## src/rtl/id_operand_if.sv

```systemverilog
// ID operand stage bus: IF/ID input, register-file read port, EX/WB bypass
// sources and the registered ID/EX output. The slave side is the stage itself.
interface id_operand_if #(
  parameter int CNT_W = 32
);
  logic             in_valid;
  logic [31:0]      in_instr;
  logic [31:0]      in_pc;
  logic             in_ready;
  logic [4:0]       ra1;
  logic [4:0]       ra2;
  logic [31:0]      rd1;
  logic [31:0]      rd2;
  logic             ex_wen;
  logic [4:0]       ex_wa;
  logic [31:0]      ex_wd;
  logic             ex_is_load;
  logic             wb_wen;
  logic [4:0]       wb_wa;
  logic [31:0]      wb_wd;
  logic             flush;
  logic             out_valid;
  logic [31:0]      out_pc;
  logic [31:0]      out_instr;
  logic [31:0]      out_rs1_val;
  logic [31:0]      out_rs2_val;
  logic [4:0]       out_rd;
  logic [CNT_W-1:0] stall_cnt;

  modport master (
    output in_valid, in_instr, in_pc, rd1, rd2,
           ex_wen, ex_wa, ex_wd, ex_is_load, wb_wen, wb_wa, wb_wd, flush,
    input  in_ready, ra1, ra2, out_valid, out_pc, out_instr,
           out_rs1_val, out_rs2_val, out_rd, stall_cnt
  );

  modport slave (
    input  in_valid, in_instr, in_pc, rd1, rd2,
           ex_wen, ex_wa, ex_wd, ex_is_load, wb_wen, wb_wa, wb_wd, flush,
    output in_ready, ra1, ra2, out_valid, out_pc, out_instr,
           out_rs1_val, out_rs2_val, out_rd, stall_cnt
  );
endinterface

```

## src/rtl/id_operand_stage.sv

```systemverilog
// RV32I decode operand stage: register-file read, EX/WB bypass, load-use bubble
// insertion, and the ID/EX pipeline register.

// One source operand: bypass priority and the load-use match for that source.
module id_operand_bypass (
  input  logic [4:0]  rs,
  input  logic        used,
  input  logic [31:0] rf_data,
  input  logic        ex_wen,
  input  logic        ex_is_load,
  input  logic [4:0]  ex_wa,
  input  logic [31:0] ex_wd,
  input  logic        wb_wen,
  input  logic [4:0]  wb_wa,
  input  logic [31:0] wb_wd,
  output logic [31:0] val,
  output logic        load_hit
);
  // WB must bypass: the register file only commits at the edge.
  always_comb begin
    if (rs == 5'd0)                                val = '0;
    else if (ex_wen && !ex_is_load && ex_wa == rs) val = ex_wd;
    else if (wb_wen && wb_wa == rs)                val = wb_wd;
    else                                           val = rf_data;
  end

  assign load_hit = used && ex_wen && ex_is_load && (ex_wa != 5'd0) && (ex_wa == rs);
endmodule

module id_operand_stage #(
  parameter logic [31:0] NOP_INSTR = 32'h0000_0013,
  parameter int          CNT_W     = 32
) (
  input  logic         clk,
  input  logic         rst,
  id_operand_if.slave  bus
);
  localparam int NUM_SRC = 2;

  localparam logic [6:0] OP_LUI   = 7'b0110111;
  localparam logic [6:0] OP_AUIPC = 7'b0010111;
  localparam logic [6:0] OP_JAL   = 7'b1101111;
  localparam logic [6:0] OP_R     = 7'b0110011;
  localparam logic [6:0] OP_S     = 7'b0100011;
  localparam logic [6:0] OP_B     = 7'b1100011;

  typedef struct packed {
    logic        valid;
    logic [31:0] pc;
    logic [31:0] instr;
    logic [31:0] rs1_val;
    logic [31:0] rs2_val;
    logic [4:0]  rd;
  } id_ex_t;

  typedef enum logic [1:0] {
    SEL_LOAD,
    SEL_BUBBLE,
    SEL_STALL
  } sel_e;

  localparam id_ex_t BUBBLE = '{
    valid:   1'b0,
    pc:      32'h0,
    instr:   NOP_INSTR,
    rs1_val: 32'h0,
    rs2_val: 32'h0,
    rd:      5'd0
  };

  logic [6:0]                opcode;
  logic                      writes_rd;
  logic [NUM_SRC-1:0]        src_used;
  logic [NUM_SRC-1:0]        load_hit;
  logic [NUM_SRC-1:0][4:0]   rs_idx;
  logic [NUM_SRC-1:0][31:0]  rf_val;
  logic [NUM_SRC-1:0][31:0]  src_val;
  logic                      hz;
  sel_e                      sel;
  id_ex_t                    id_ex_d, id_ex_q;
  logic [CNT_W-1:0]          cnt_q;

  assign opcode = bus.in_instr[6:0];
  assign rs_idx = {bus.in_instr[24:20], bus.in_instr[19:15]};
  assign rf_val = {bus.rd2, bus.rd1};

  always_comb begin
    src_used[0] = 1'b1;
    src_used[1] = 1'b0;
    writes_rd   = 1'b1;
    case (opcode)
      OP_LUI, OP_AUIPC, OP_JAL: src_used[0] = 1'b0;
      OP_R:                     src_used[1] = 1'b1;
      OP_S, OP_B: begin
        src_used[1] = 1'b1;
        writes_rd   = 1'b0;
      end
      default: ;
    endcase
  end

  generate
    for (genvar s = 0; s < NUM_SRC; s++) begin : g_src
      id_operand_bypass u_byp (
        .rs         (rs_idx[s]),
        .used       (src_used[s]),
        .rf_data    (rf_val[s]),
        .ex_wen     (bus.ex_wen),
        .ex_is_load (bus.ex_is_load),
        .ex_wa      (bus.ex_wa),
        .ex_wd      (bus.ex_wd),
        .wb_wen     (bus.wb_wen),
        .wb_wa      (bus.wb_wa),
        .wb_wd      (bus.wb_wd),
        .val        (src_val[s]),
        .load_hit   (load_hit[s])
      );
    end
  endgenerate

  assign hz           = bus.in_valid && (|load_hit);
  assign bus.ra1      = rs_idx[0];
  assign bus.ra2      = rs_idx[1];
  // A flush drops the stalled instruction, so upstream may advance.
  assign bus.in_ready = bus.flush || !hz;

  always_comb begin
    sel = SEL_LOAD;
    if (bus.flush || !bus.in_valid) sel = SEL_BUBBLE;
    else if (hz)                    sel = SEL_STALL;
  end

  always_comb begin
    id_ex_d = BUBBLE;
    if (sel == SEL_LOAD) begin
      id_ex_d.valid   = 1'b1;
      id_ex_d.pc      = bus.in_pc;
      id_ex_d.instr   = bus.in_instr;
      id_ex_d.rs1_val = src_val[0];
      id_ex_d.rs2_val = src_val[1];
      id_ex_d.rd      = writes_rd ? bus.in_instr[11:7] : 5'd0;
    end
  end

  always_ff @(posedge clk or posedge rst) begin
    if (rst) id_ex_q <= BUBBLE;
    else     id_ex_q <= id_ex_d;
  end

  always_ff @(posedge clk or posedge rst) begin
    if (rst)                                  cnt_q <= '0;
    else if (sel == SEL_STALL && cnt_q != '1) cnt_q <= cnt_q + CNT_W'(1);
  end

  assign bus.out_valid   = id_ex_q.valid;
  assign bus.out_pc      = id_ex_q.pc;
  assign bus.out_instr   = id_ex_q.instr;
  assign bus.out_rs1_val = id_ex_q.rs1_val;
  assign bus.out_rs2_val = id_ex_q.rs2_val;
  assign bus.out_rd      = id_ex_q.rd;
  assign bus.stall_cnt   = cnt_q;
endmodule

```

## src/flat_wrapper.sv

```systemverilog
// flat-port wrapper written by rule: the top's interface ports become plain ports
module id_operand_stage_flat 
#(
  parameter logic [31:0] NOP_INSTR = 32'h0000_0013,
  parameter int          CNT_W     = 32
)
  (clk, rst, bus_in_valid, bus_in_instr, bus_in_pc, bus_rd1, bus_rd2, bus_ex_wen, bus_ex_wa, bus_ex_wd, bus_ex_is_load, bus_wb_wen, bus_wb_wa, bus_wb_wd, bus_flush, bus_in_ready, bus_ra1, bus_ra2, bus_out_valid, bus_out_pc, bus_out_instr, bus_out_rs1_val, bus_out_rs2_val, bus_out_rd, bus_stall_cnt);
  id_operand_if #(.CNT_W(CNT_W)) bus_i ();
  input  logic clk;
  input  logic rst;
  input wire logic [$bits(bus_i.in_valid)-1:0] bus_in_valid;
  input wire logic [$bits(bus_i.in_instr)-1:0] bus_in_instr;
  input wire logic [$bits(bus_i.in_pc)-1:0] bus_in_pc;
  input wire logic [$bits(bus_i.rd1)-1:0] bus_rd1;
  input wire logic [$bits(bus_i.rd2)-1:0] bus_rd2;
  input wire logic [$bits(bus_i.ex_wen)-1:0] bus_ex_wen;
  input wire logic [$bits(bus_i.ex_wa)-1:0] bus_ex_wa;
  input wire logic [$bits(bus_i.ex_wd)-1:0] bus_ex_wd;
  input wire logic [$bits(bus_i.ex_is_load)-1:0] bus_ex_is_load;
  input wire logic [$bits(bus_i.wb_wen)-1:0] bus_wb_wen;
  input wire logic [$bits(bus_i.wb_wa)-1:0] bus_wb_wa;
  input wire logic [$bits(bus_i.wb_wd)-1:0] bus_wb_wd;
  input wire logic [$bits(bus_i.flush)-1:0] bus_flush;
  output wire logic [$bits(bus_i.in_ready)-1:0] bus_in_ready;
  output wire logic [$bits(bus_i.ra1)-1:0] bus_ra1;
  output wire logic [$bits(bus_i.ra2)-1:0] bus_ra2;
  output wire logic [$bits(bus_i.out_valid)-1:0] bus_out_valid;
  output wire logic [$bits(bus_i.out_pc)-1:0] bus_out_pc;
  output wire logic [$bits(bus_i.out_instr)-1:0] bus_out_instr;
  output wire logic [$bits(bus_i.out_rs1_val)-1:0] bus_out_rs1_val;
  output wire logic [$bits(bus_i.out_rs2_val)-1:0] bus_out_rs2_val;
  output wire logic [$bits(bus_i.out_rd)-1:0] bus_out_rd;
  output wire logic [$bits(bus_i.stall_cnt)-1:0] bus_stall_cnt;
  assign bus_i.in_valid = bus_in_valid;
  assign bus_i.in_instr = bus_in_instr;
  assign bus_i.in_pc = bus_in_pc;
  assign bus_i.rd1 = bus_rd1;
  assign bus_i.rd2 = bus_rd2;
  assign bus_i.ex_wen = bus_ex_wen;
  assign bus_i.ex_wa = bus_ex_wa;
  assign bus_i.ex_wd = bus_ex_wd;
  assign bus_i.ex_is_load = bus_ex_is_load;
  assign bus_i.wb_wen = bus_wb_wen;
  assign bus_i.wb_wa = bus_wb_wa;
  assign bus_i.wb_wd = bus_wb_wd;
  assign bus_i.flush = bus_flush;
  assign bus_in_ready = bus_i.in_ready;
  assign bus_ra1 = bus_i.ra1;
  assign bus_ra2 = bus_i.ra2;
  assign bus_out_valid = bus_i.out_valid;
  assign bus_out_pc = bus_i.out_pc;
  assign bus_out_instr = bus_i.out_instr;
  assign bus_out_rs1_val = bus_i.out_rs1_val;
  assign bus_out_rs2_val = bus_i.out_rs2_val;
  assign bus_out_rd = bus_i.out_rd;
  assign bus_stall_cnt = bus_i.stall_cnt;
  id_operand_stage #(.NOP_INSTR(NOP_INSTR), .CNT_W(CNT_W)) u_core (.clk(clk), .rst(rst), .bus(bus_i));
endmodule
```

## config.mk

```make
export PLATFORM = sky130hd
export DESIGN_NAME = id_operand_stage_flat
export DESIGN_NICKNAME = d
export VERILOG_FILES = /design/src/rtl/id_operand_if.sv /design/src/rtl/id_operand_stage.sv /design/src/flat_wrapper.sv
export SDC_FILE = /design/constraint.sdc
export NUM_CORES = 1
export LEC_CHECK = 0
export ABC_AREA = 1
export BUFFER_PORTS_ARGS = -buffer_cell sky130_fd_sc_hd__buf_2
export CAP_MARGIN = 15
export CORE_MARGIN = 8
export CORE_UTILIZATION = 48
export CTS_CLUSTER_SIZE = 20
export DETAILED_ROUTE_END_ITERATION = 10
export PLACE_DENSITY = 0.89
export SETUP_SLACK_MARGIN = 0.05
export SLEW_MARGIN = 10
export SYNTH_ARGS = -nofsm -noshare
export SYNTH_HDL_FRONTEND = slang
export SYNTH_SLANG_ARGS = --single-unit
export TNS_END_PERCENT = 30
```

## constraint.sdc

```tcl
create_clock -name clk -period 7.2 [get_ports clk]
set_input_delay 1.08 -clock clk [delete_from_list [all_inputs] [get_ports clk]]
set_output_delay 1.08 -clock clk [all_outputs]
set_load 0.05 [all_outputs]
```

==> impl_metrics.json <==
{
  "outcome": "finished clean",
  "period_share": 0.461,
  "hold_class": "reg2reg",
  "clock-sinks": 166,
  "critPathMaxStageDelay_ns": 0.24,
  "ios": 386,
  "gp_congestion": 0.915,
  "avgSynthCellArea_um2": 7.96,
  "dr_wl_met3_um": 2890,
  "route.detailed.drc": 0,
  "critPathBufInv": 3,
  "design_area_mm2": 0.0111,
  "r2r_setup_slack_ns": 4.91,
  "syn_nets": 1268,
  "rsz0062_at_grt": "false",
  "post-dp-hpwl_um": 22600,
  "fillCellCount": 1433,
  "rr_worst_depth": 11,
  "cp_common_cell": "nand2_1",
  "finalSetupTns_ns": 0,
  "hold_viol": 0,
  "top_layer": "met5",
  "syn_to_final_growth_pct": 31.5,
  "synthFlopType": "dfrtp_1",
  "grt_pass1_vias": 8732,
  "setup_viol_count_final": 0,
  "hold_depth": 2,
  "cp_max_fo": 4,
  "synth_area_mm2": 0.00842,
  "numPortBuffers": 385,
  "wl_per_cell_um": 18.0,
  "wirelength_um": 29800,
  "yosysWarnings": 0,
  "grtUsageTotal": 0.263,
  "worstMarginPinSlew_ns": 0.910,
  "num_rows": 48,
  "clk_path_buf_depth": 2,
  "final_nets": 1627,
  "synth_top_area_frac": 0.484,
  "stdcell_count": 1660,
  "ys_top_cells_by_count": "nand2_1 (286), inv_1 (164), dfrtp_1 (163)",
  "yosys.area.top_type": "dfrtp_1",
  "post_cts_buffers": 0,
  "m1WireLength_um": 11000,
  "vias_per_cell": 5.19,
  "worstPathArrival_ns": 2.24,
  "fp.dieW_um": 148,
  "ys_seq_area_frac": 0.494,
  "fmax_mhz": 301,
  "whs_endpoint": "u_core.bus.stall_cnt[1]",
  "clk_latency_ns": 0.43,
  "ys_types": 34,
  "ys_seq_elements": 166,
  "die_h_um": 148,
  "cts_tree": "built",
  "clock-root-buffer": "clkbuf_16",
  "netlist_instances": 1058,
  "critical_path.cell_chain": "buf_2 -> inv_1 -> nand2_1 -> nand4_1 -> nor2_2 -> nand2_1 -> nand2_1 -> nand3_2 -> buf_2",
  "yosysMostFrequentCell": "nand2_1",
  "placed_area_mm2": 0.0104,
  "overflow": 0,
  "startpoint_type": "input pin",
  "synthTopCellsByArea": "dfrtp_1 (48%), nand2_1 (13%), inv_1 (7.3%), o211ai_1 (5.7%), a21boi_1 (5.3%)",
  "relSlewSlack": 0.393,
  "core-area_mm2": 0.0172,
  "drtIter0Drc": 533,
  "finalClockSkew_ns": 0.0112,
  "grt_max_degree": 98,
  "antenna_found_initial": 8,
  "ant_nets": 0,
  "r2r_start": "u_core.bus.stall_cnt[0]",
  "drv_slew": 0,
  "required_ns": 6.12,
  "htreeDepth": 4,
  "hp-start": "u_core.bus.stall_cnt[1]",
  "firstDrtPassIters": 5,
  "async_reset_ff_frac": 1.00,
  "critPathSlowestCell": "buf_2",
  "vias": 8614,
  "ir_drop_v": 0.000188,
  "r2r_end": "u_core.bus.stall_cnt[18]",
  "leakagePower_nw": 6.47,
  "cts_made_buffers": 17,
  "critPathTopFamily": "simple AND/OR/NAND/NOR gates",
  "grt_pass1_wl_um": 45700,
  "start_util": 0.488,
  "crit_path_end_kind": "primary output",
  "min_period_ns": 3.32,
  "wl_met2_um": 14700,
  "dpl.cell_count": 1623,
  "die_area_mm2": 0.0220,
  "cts-hold-fix-buffers": 0,
  "maxCapViolCount": 0,
  "layout-drive-gt1-share": 0.322,
  "path_class": "in2out",
  "ctsResizeCount": 0,
  "path_clk_slew_ns": 0.07,
  "worst_hold_slack_ns": 0.530,
  "powerDensity_mw_per_mm2": 208,
  "synth-edff-count": 0
}
==> how the worst max path moves through the flow <==
stage	slack, ns	endpoint	start	cells after the start
after global placement	3.91	bus_in_ready	bus_in_instr[19]	10
final	3.88	bus_in_ready	bus_in_instr[18]	9
after detailed placement	3.88	bus_in_ready	bus_in_instr[18]	9
after CTS	3.88	bus_in_ready	bus_in_instr[18]	9
after global routing	3.74	bus_in_ready	bus_in_instr[18]	9
after floorplan	1.63	u_core.bus.out_instr[10]	rst	1
==> flip-flops by register name (all words and copies together) (netlist names) <==
signal,count
u_core.bus.out_instr,32
u_core.bus.out_pc,32
u_core.bus.out_rs1_val,32
u_core.bus.out_rs2_val,32
u_core.bus.stall_cnt,32
u_core.bus.out_rd,5
u_core.bus.out_valid,1
==> logic make-up after synthesis <==
| logic type | share of synthesized area |
|---|---|
| compound gates | 0.127 |
| buf+inv | 0.113 |
| fa+ha+maj | 0.00149 |
| flops | 0.494 |
| simple gates | 0.255 |
| xor+xnor | 0.0104 |
==> worst min-delay path, cell delays in order (launching register included) <==
cell and delay, ns:
dfrtp_1 0.38, nand2_1 0.06, nand2_1 0.05
==> per-stage QoR <==
stage          worst slack (ns)  utilization  total power, mW
2_1_floorplan              1.63            -             1.22
3_3_place_gp               3.91        0.604             1.35
3_5_place_dp               3.88        0.604             1.36
4_1_cts                    3.88        0.641             2.32
5_1_grt                    3.74        0.642             2.38
6_report                   3.88        0.642             2.30
==> routing by layer <==
layer	global-route usage	vias to the layer above
met5	0	-
met1	0.296	4018
li1	-	4050
met4	0.134	6
met2	0.440	461
met3	0.0830	79
==> cells in the final DEF, fill, tap and decap left out, drive strengths merged, types with 6 or more instances in the layout <==
master | synthesis | routed
o22ai | 6 | 6
nand4 | 30 | 30
buf | 34 | 393
o211ai | 64 | 64
a21boi | 64 | 64
xnor2 | 6 | 6
nand3b | 15 | 15
o21ai | 10 | 10
inv | 176 | 183
nand2 | 289 | 289
nand3 | 21 | 21
nor3 | 18 | 18
clkbuf | 19 | 17
clkinv | 1 | 9
dfrtp | 163 | 163
nor2 | 125 | 125
==> report_power, final <==
part | switching (mW) | internal [mW]
registers | 0.0108 | 0.964
logic | 0.265 | 0.106
clock network | 0.471 | 0.484
total | 0.746 | 1.55
==> cell type report <==
type | instances | area [um2] | share of cell area
inverters | 177 | 669 | 0.0605
well taps | 225 | 282 | 0.0254
clock inverters | 15 | 214 | 0.0193
diodes | 5 | 12.5 | 0.00113
multi-input cells | 662 | 3320 | 0.300
flip-flops and latches | 166 | 4160 | 0.376
clock buffers | 17 | 425 | 0.0384
repair buffers | 393 | 1990 | 0.179
Power figures use the tool's default switching activity.
